### config.mk
export PLATFORM = sky130hd
export DESIGN_NAME = n1_prog_loader
export DESIGN_NICKNAME = d
export VERILOG_FILES = /design/src/rtl/n1_pkg.sv /design/src/rtl/n1_strobe_sync.sv /design/src/rtl/n1_prog_loader.sv
export SDC_FILE = /design/constraint.sdc
export NUM_CORES = 1
export LEC_CHECK = 0
export ABC_AREA = 1
export BUFFER_PORTS_ARGS = -buffer_cell sky130_fd_sc_hd__buf_2
export CAP_MARGIN = 20
export CORE_UTILIZATION = 57
export CTS_CLUSTER_DIAMETER = 30
export DETAILED_ROUTE_END_ITERATION = 16
export GPL_TIMING_DRIVEN = 0
export PLACE_DENSITY = 0.79
export SYNTH_ARGS = -nofsm -noshare
export SYNTH_HDL_FRONTEND = slang
export SYNTH_HIERARCHICAL = 1
export SYNTH_SLANG_ARGS = --single-unit
### constraint.sdc
create_clock -name clk -period 2.05 [get_ports clk]
set_clock_uncertainty 0.1 [all_clocks]
set_input_delay 0.3075 -clock clk [delete_from_list [all_inputs] [get_ports clk]]
set_output_delay 0.3075 -clock clk [all_outputs]
set_load 0.05 [all_outputs]
### src/rtl/n1_pkg.sv
// rtl/n1_pkg.sv - shared types and constants for the n1 program loader
package n1_pkg;

  typedef enum logic [2:0] {
    IDLE,
    COUNT,
    HI,
    LO,
    CHECK,
    DONE,
    ERROR
  } load_state_t;

  localparam int         RAM_WORDS_DEFAULT = 128;
  localparam int         WORD_W            = 16;
  localparam logic [7:0] CHK_SEED          = 8'h00;

endpackage

### src/rtl/n1_strobe_sync.sv
// rtl/n1_strobe_sync.sv - two-flop synchronizer plus rising-edge detect for the pin strobe
module n1_strobe_sync (
  input  logic clk,
  input  logic rst_n,
  input  logic stb_async,
  output logic stb_rise
);

  logic sync1, sync2, sync3;

  always_ff @(posedge clk or negedge rst_n) begin
    if (!rst_n) begin
      sync1 <= 1'b0;
      sync2 <= 1'b0;
      sync3 <= 1'b0;
    end else begin
      sync1 <= stb_async;
      sync2 <= sync1;
      sync3 <= sync2;
    end
  end

  assign stb_rise = sync2 & ~sync3;

endmodule

### src/rtl/n1_prog_loader.sv
// rtl/n1_prog_loader.sv - byte-stream program loader into the n1 instruction RAM with XOR check
module n1_prog_loader
  import n1_pkg::*;
#(
  parameter  int RAM_WORDS = RAM_WORDS_DEFAULT,
  localparam int ADDR_BITS = $clog2(RAM_WORDS)
) (
  input  logic                 clk,
  input  logic                 rst_n,
  input  logic                 start,
  input  logic [7:0]           byte_in,
  input  logic                 byte_stb,
  output logic                 mem_we,
  output logic [ADDR_BITS-1:0] mem_addr,
  output logic [WORD_W-1:0]    mem_wdata,
  output logic                 cpu_run,
  output logic                 loading,
  output logic                 load_err,
  output logic [ADDR_BITS:0]   words_loaded
);

  localparam int CW = ADDR_BITS + 1;

  load_state_t          state;
  logic                 stb_rise;
  logic [ADDR_BITS-1:0] addr_cnt;
  logic [ADDR_BITS:0]   n_words;
  logic [7:0]           hi_byte;
  logic [7:0]           csum;

  n1_strobe_sync u_sync (
    .clk      (clk),
    .rst_n    (rst_n),
    .stb_async(byte_stb),
    .stb_rise (stb_rise)
  );

  always_ff @(posedge clk or negedge rst_n) begin
    if (!rst_n) begin
      state        <= IDLE;
      mem_we       <= 1'b0;
      mem_addr     <= '0;
      mem_wdata    <= '0;
      cpu_run      <= 1'b0;
      loading      <= 1'b0;
      load_err     <= 1'b0;
      words_loaded <= '0;
      addr_cnt     <= '0;
      n_words      <= '0;
      hi_byte      <= 8'h00;
      csum         <= CHK_SEED;
    end else begin
      mem_we <= 1'b0;
      // start overrides everything, including a byte accepted in the same cycle
      if (start) begin
        state        <= COUNT;
        cpu_run      <= 1'b0;
        load_err     <= 1'b0;
        loading      <= 1'b1;
        words_loaded <= '0;
        addr_cnt     <= '0;
        csum         <= CHK_SEED;
      end else if (stb_rise) begin
        case (state)
          COUNT: begin
            if (byte_in == 8'd0 || 32'(byte_in) > RAM_WORDS) begin
              state    <= ERROR;
              loading  <= 1'b0;
              load_err <= 1'b1;
            end else begin
              n_words <= CW'(byte_in);
              state   <= HI;
            end
          end
          HI: begin
            hi_byte <= byte_in;
            csum    <= csum ^ byte_in;
            state   <= LO;
          end
          LO: begin
            csum         <= csum ^ byte_in;
            mem_we       <= 1'b1;
            mem_addr     <= addr_cnt;
            mem_wdata    <= {hi_byte, byte_in};
            addr_cnt     <= addr_cnt + 1'b1;
            words_loaded <= words_loaded + 1'b1;
            state        <= (words_loaded + 1'b1 == n_words) ? CHECK : HI;
          end
          CHECK: begin
            loading <= 1'b0;
            if (byte_in == csum) begin
              state   <= DONE;
              cpu_run <= 1'b1;
            end else begin
              state    <= ERROR;
              load_err <= 1'b1;
            end
          end
          default: ;
        endcase
      end
    end
  end

endmodule
# Yosys cells after proc, flatten, opt, wreduce, memory -nomap -nowiden
# Index checks and enable logic that the tools add are counted.
[totals] reg_bits=72 in_bits=12 out_inout_bits=35 wordCells=81
[op_classes] add_sub_neg=2 magnitude_cmp=1 eq_ne=8 mux=31 n_bitwise=5 n_reduce_logical=19
[ops] operator="8-bit two-way mux" n=6
[ops] operator="7-bit two-way mux" n=3
[ops] operator="8-bit equality test" n=2
[ops] operator="1-bit two-way mux" n=14
[ops] operator="3-bit two-way mux" n=4
[ops] operator="3-bit case mux with 4 select lines" n=1
[ops] operator="3-bit AND reduction" n=4
[ops] operator="2-bit nonzero test" n=5
[ops] operator="8-bit by 1-bit adder with 8-bit output, second input constant" n=1
[ops] operator="8-bit > comparator, second input constant" n=1
[ops] operator="8-bit logical NOT" n=1
[ops] operator="4-bit AND reduction" n=2
[ops] operator="8-bit bitwise XOR" n=1
[ops] operator="7-bit by 1-bit adder with 7-bit output, second input constant" n=1
[ops] operator="3-bit by 2-bit equality test with 1-bit output, second input constant" n=2
[ops] operator="3-bit != test, second input constant" n=2
[ops] operator="2-bit AND reduction" n=3
[ops] operator="5-bit nonzero test" n=1
[ops] operator="1-bit case mux with 2 select lines" n=2
[ops] operator="3-bit by 1-bit equality test with 1-bit output, second input constant" n=1
[ops] operator="3-bit equality test, second input constant" n=1
[ops] operator="1-bit inverter" n=3
[ops] operator="3-bit nonzero test" n=1
[ops] operator="2-bit two-way mux" n=1
[ops] operator="3 further kinds" n=3

# Longest topological paths before layout
[depth] ltp_word=6 ltp_mapped=13 mapped_depth_nobuf=13

# By module
# The synthesis kept the hierarchy.
[by_module_without_submodules] module="n1_prog_loader" instances=1 cells_per_inst=369 area_per_inst_um2=3189.3 seq_area_each_um2=1726.7
[by_module_without_submodules] module="n1_strobe_sync" instances=1 cells_per_inst=5 area_per_inst_um2=85.1 seq_area_each_um2=75.1

# Least setup slack after synthesis
# Ideal clock, no wire load.
[synth_path] path_type="register -> register" start="reg words_loaded[1]" end="reg state[1]" setup_time_ns=0.118 t_arrival_ns=1.671 required_time_ns=1.832 path_slack_ns=0.161 stages_incl_launch_ff=11 n_path_buf=0 period_less_slack_ns=1.889 path_cell_list="dfrtp_1 > ha_1 > nand3_1 > o21ai_0 > nand2_1 > nand2_1 > nand2_1 > nor2_1 > nand3_1 > nand3_1 > nand2_1"
[synth_via] elab_chain_len=6
[synth_lines] item="start, declared" line_no="n1_prog_loader.sv:19" source="output logic [ADDR_BITS:0] words_loaded"
[synth_lines] item="start signal, assigned" line_no="n1_prog_loader.sv:86" source="words_loaded <= words_loaded + 1'b1;"
[synth_lines] item="8-bit by 1-bit adder with 8-bit output" line_no="n1_prog_loader.sv:87" source="state <= (words_loaded + 1'b1 == n_words) ? CHECK : HI;"
[synth_lines] item="8-bit equality test" line_no="n1_prog_loader.sv:87"
[synth_lines] item="3-bit two-way mux" line_no="n1_prog_loader.sv:87"
[synth_lines] item="3-bit case mux with 4 select lines" line_no="n1_prog_loader.sv:64" source="case (state)"
[synth_lines] item="3-bit two-way mux" line_no="n1_prog_loader.sv:63" source="end else if (stb_rise) begin"
[synth_lines] item="3-bit two-way mux" line_no="n1_prog_loader.sv:55" source="if (start) begin"
[synth_lines] item="end signal, assigned" line_no="n1_prog_loader.sv:87"
[synth_lines] item="end, declared" line_no="n1_prog_loader.sv:24" source="load_state_t state;"
# Every way passes these cells. The select of a mux whose other input is x is not followed.
# A chain may end at the register's enable or synchronous reset.

# Worst setup path in the final report
[layout_path] start="reg words_loaded[0]" end="reg state[1]"
# Same word-level chain as after synthesis.

==> qor.yml <==
global_route:
  antenna_found_initial: 0
  gr-total-overflow: 0
  grt_pass1_vias: 2616
  grt_pass1_wl_um: 12100
  grtUsageTotal_pct: 26.4
  grt_max_degree: 73
placed_design:
  place_congestion: 0.829
  place.port_buffers: 46
  dp_hpwl_um: 5070
detailed_routing:
  drt_iter0_markers: 111
  drc: 0
  wire_per_inst_um: 14.0
  first_pass_iters: 4
  via_count: 2690
  via_per_inst: 5.30
  antenna_left: 0
  wl_um: 7090
timing:
  relSlewSlack_pct: 41.2
  rsz0062_at_grt: "false"
  hold_violations: 38
  max_freq_ghz: 0.555
  worst_hold_slack_ps: -24.5
  period_share_pct: 87.9
  setup_violations: 0
  drv_slew: 0
  tightest_slew_ps: 882
  tns_ps: 0
  period_needed_ps: 1800
worst_setup_path:
  start_kind: "register"
  cp-startpoint: "words_loaded[0]"
  r2r_setup_slack_ps: 250
  cp.arrival_ps: 1940
  path_cells: "ha_1 > nand3_1 > o21ai_0 > nand2_1 > nand2_1 > nand2_1 > nor2_1 > nand3_1 > nand3_1 > nand2_1"
  endpoint: "state[1]"
  path_common_cell: "nand2_1"
  path_depth: 10
  crit_path_end_kind: "register"
  cp_num_buf_inv: 0
  path_delay_family: "simple AND/OR/NAND/NOR gates"
  crit_path_top_delay_cell: "dfrtp_1"
  slowest_delay_ps: 410
  critical_path_class: "register to register"
  reg2reg_to: "state[1]"
  worstPathRequired_ps: 2190
  reg2reg_from: "words_loaded[0]"
  critPathMaxFanout: 4
  worst-r2r-cell-count: 10
yosys:
  synth_edf_count: 0
  synthFlopType: "dfrtp_1"
  ys_types: 32
  yosysTopAreaCell: "dfrtp_1"
  synth.area.top_cells: "dfrtp_1 (55%), nand2_1 (13%), nand3_1 (5.3%)"
  syn_nets: 388
  yosysMostFrequentCell: "nand2_1"
  synthesis.area_mm2: 0.00327
  postSynthCellCount: 374
  ys_ff_latch: 72
  synth_top_area_share_pct: 55.0
  synthArstFlopShare_pct: 100
  yosysWarningCount: 6
  syn_avg_cell_area_um2: 8.76
  ys_seq_area_share_pct: 55.0
  synth.top_cells.by_count: "nand2_1 (113), dfrtp_1 (72), inv_1 (35), nand3_1 (35), o21ai_0 (25)"
power:
  ir_drop_mv: 0.796
  p_leak_nw: 1.98
  power.density_mw_per_mm2: 1250
  finalPower_mw: 4.74
cts:
  insertion_delay_ps: 350
  cts_htree_levels: 3
  clock-root-buffer: "clkbuf_8"
  cts_setup_buffers: 0
  max-clock-path-buffers: 2
  cts_made_buffers: 9
  cts_tree: "yes"
  cts_sinks: 72
  clk_pin_slew_worst_paths_ps: 70
flow_run:
  maxCapViolCount: 0
floorplan:
  num_rows: 27
  pin_count: 47
  die_w_um: 77.8
  core_mm2: 0.00551
  die_y_um: 77.8
  start_util_pct: 59.5
  dieArea_mm2: 0.00605
layout:
  drive_gt1_share_pct: 20.0
  fin_nets: 446
  area_growth_pct: 15.9
  diodes: 0
worst_hold_path:
  hold_path_class: "primary input to asynchronous set/reset pin"
outcome:
  violations: "hold timing"
  status: "finished, violations left"
==> through the flow <==
stage	util, %	instance area, µm²	setup WS, ps	cells	hold WS [ps]
after floorplan	-	3270	161	374	-88.1
after global placement	65.3	3590	190	492	235
after detailed placement	65.3	3600	280	492	247
after CTS	68.9	3790	256	508	18.1
after global routing	68.9	3790	46.1	508	64.9
final	68.9	3790	248	508	-24.5
==> state kept, by name, summed over array words and instances, names as in the netlist, 3 cells and up <==
| signal | flops |
|---|---|
| addr_cnt | 7 |
| csum | 8 |
| hi_byte | 8 |
| mem_addr | 7 |
| mem_wdata | 16 |
| n_words | 8 |
| state | 3 |
| words_loaded | 8 |
==> layout by cell type, fill, tap and decap left out, types with 2 or more instances in the layout <==
| cell type | count |
|---|---|
| inv_1 | 35 |
| nor2_2 | 2 |
| a21oi_1 | 3 |
| nor2_4 | 2 |
| inv_2 | 4 |
| o22ai_1 | 5 |
| xor2_1 | 3 |
| nand2_2 | 3 |
| dfrtp_1 | 72 |
| nor2_1 | 17 |
| nand4_1 | 4 |
| clkbuf_8 | 10 |
| nand2_1 | 113 |
| clkinv_2 | 3 |
| buf_2 | 53 |
| buf_4 | 2 |
| nand3_1 | 35 |
| xnor2_1 | 8 |
| o21ai_0 | 25 |
| ha_1 | 2 |
| o21ai_1 | 19 |
==> worst reg2reg max path: stages (launching register included) <==
cell	delay, ps
dfrtp_1	410
ha_1	220
nand3_1	110
o21ai_0	230
nand2_1	100
nand2_1	70
nand2_1	40
nor2_1	130
nand3_1	140
nand3_1	90
nand2_1	50
==> where the power goes <==
part	switching (mW)	leakage [nW]	internal [mW]
Sequential	0.234	0.950	1.78
Combinational	1.19	0.934	0.437
Clock	0.513	0.0989	0.583
==> final cells by class <==
type	instances	area, µm²
Inverter	40	150
Timing Repair Buffer	47	243
Multi-Input combinational cell	252	1260
Clock inverter	4	45.0
Fill cell	457	1710
Sequential cell	72	1800
Tap cell	72	90.1
Clock buffer	11	141
Buffer	10	58.8
==> cells by family after synthesis <==
family / synth area share (%)
simple gates: 24.5
buf+inv: 6.38
fa+ha+maj: 0.764
flops: 55.0
xor+xnor: 3.63
compound gates: 9.67
==> how the worst min path moves through the flow <==
stage | depth (start not counted) | startpoint | slack, ps | end
after floorplan | 0 | rst_n | -90 | addr_cnt[0]
after global placement | 0 | u_sync/sync1 | 230 | u_sync/sync2
after detailed placement | 0 | u_sync/sync1 | 250 | u_sync/sync2
after CTS | 1 | rst_n | 20 | mem_wdata[15]
after global routing | 1 | rst_n | 60 | mem_wdata[13]
final | 1 | rst_n | -20 | mem_addr[0]
==> metal layers <==
layer	vias to the layer above	GRT usage (%)	wire [µm]
met5	-	0	0
met4	0	11.9	103
met3	12	4.00	328
met2	64	43.5	3460
met1	1278	34.5	3200
li1	1336	-	-
==> repair_timing <==
| item | CTS | global route |
|---|---|---|
| hold endpoints to repair | 1 | 0 |
| resized for setup | 0 | 0 |
| hold buffers | 1 | 0 |
(Power assumes the default switching activity.)
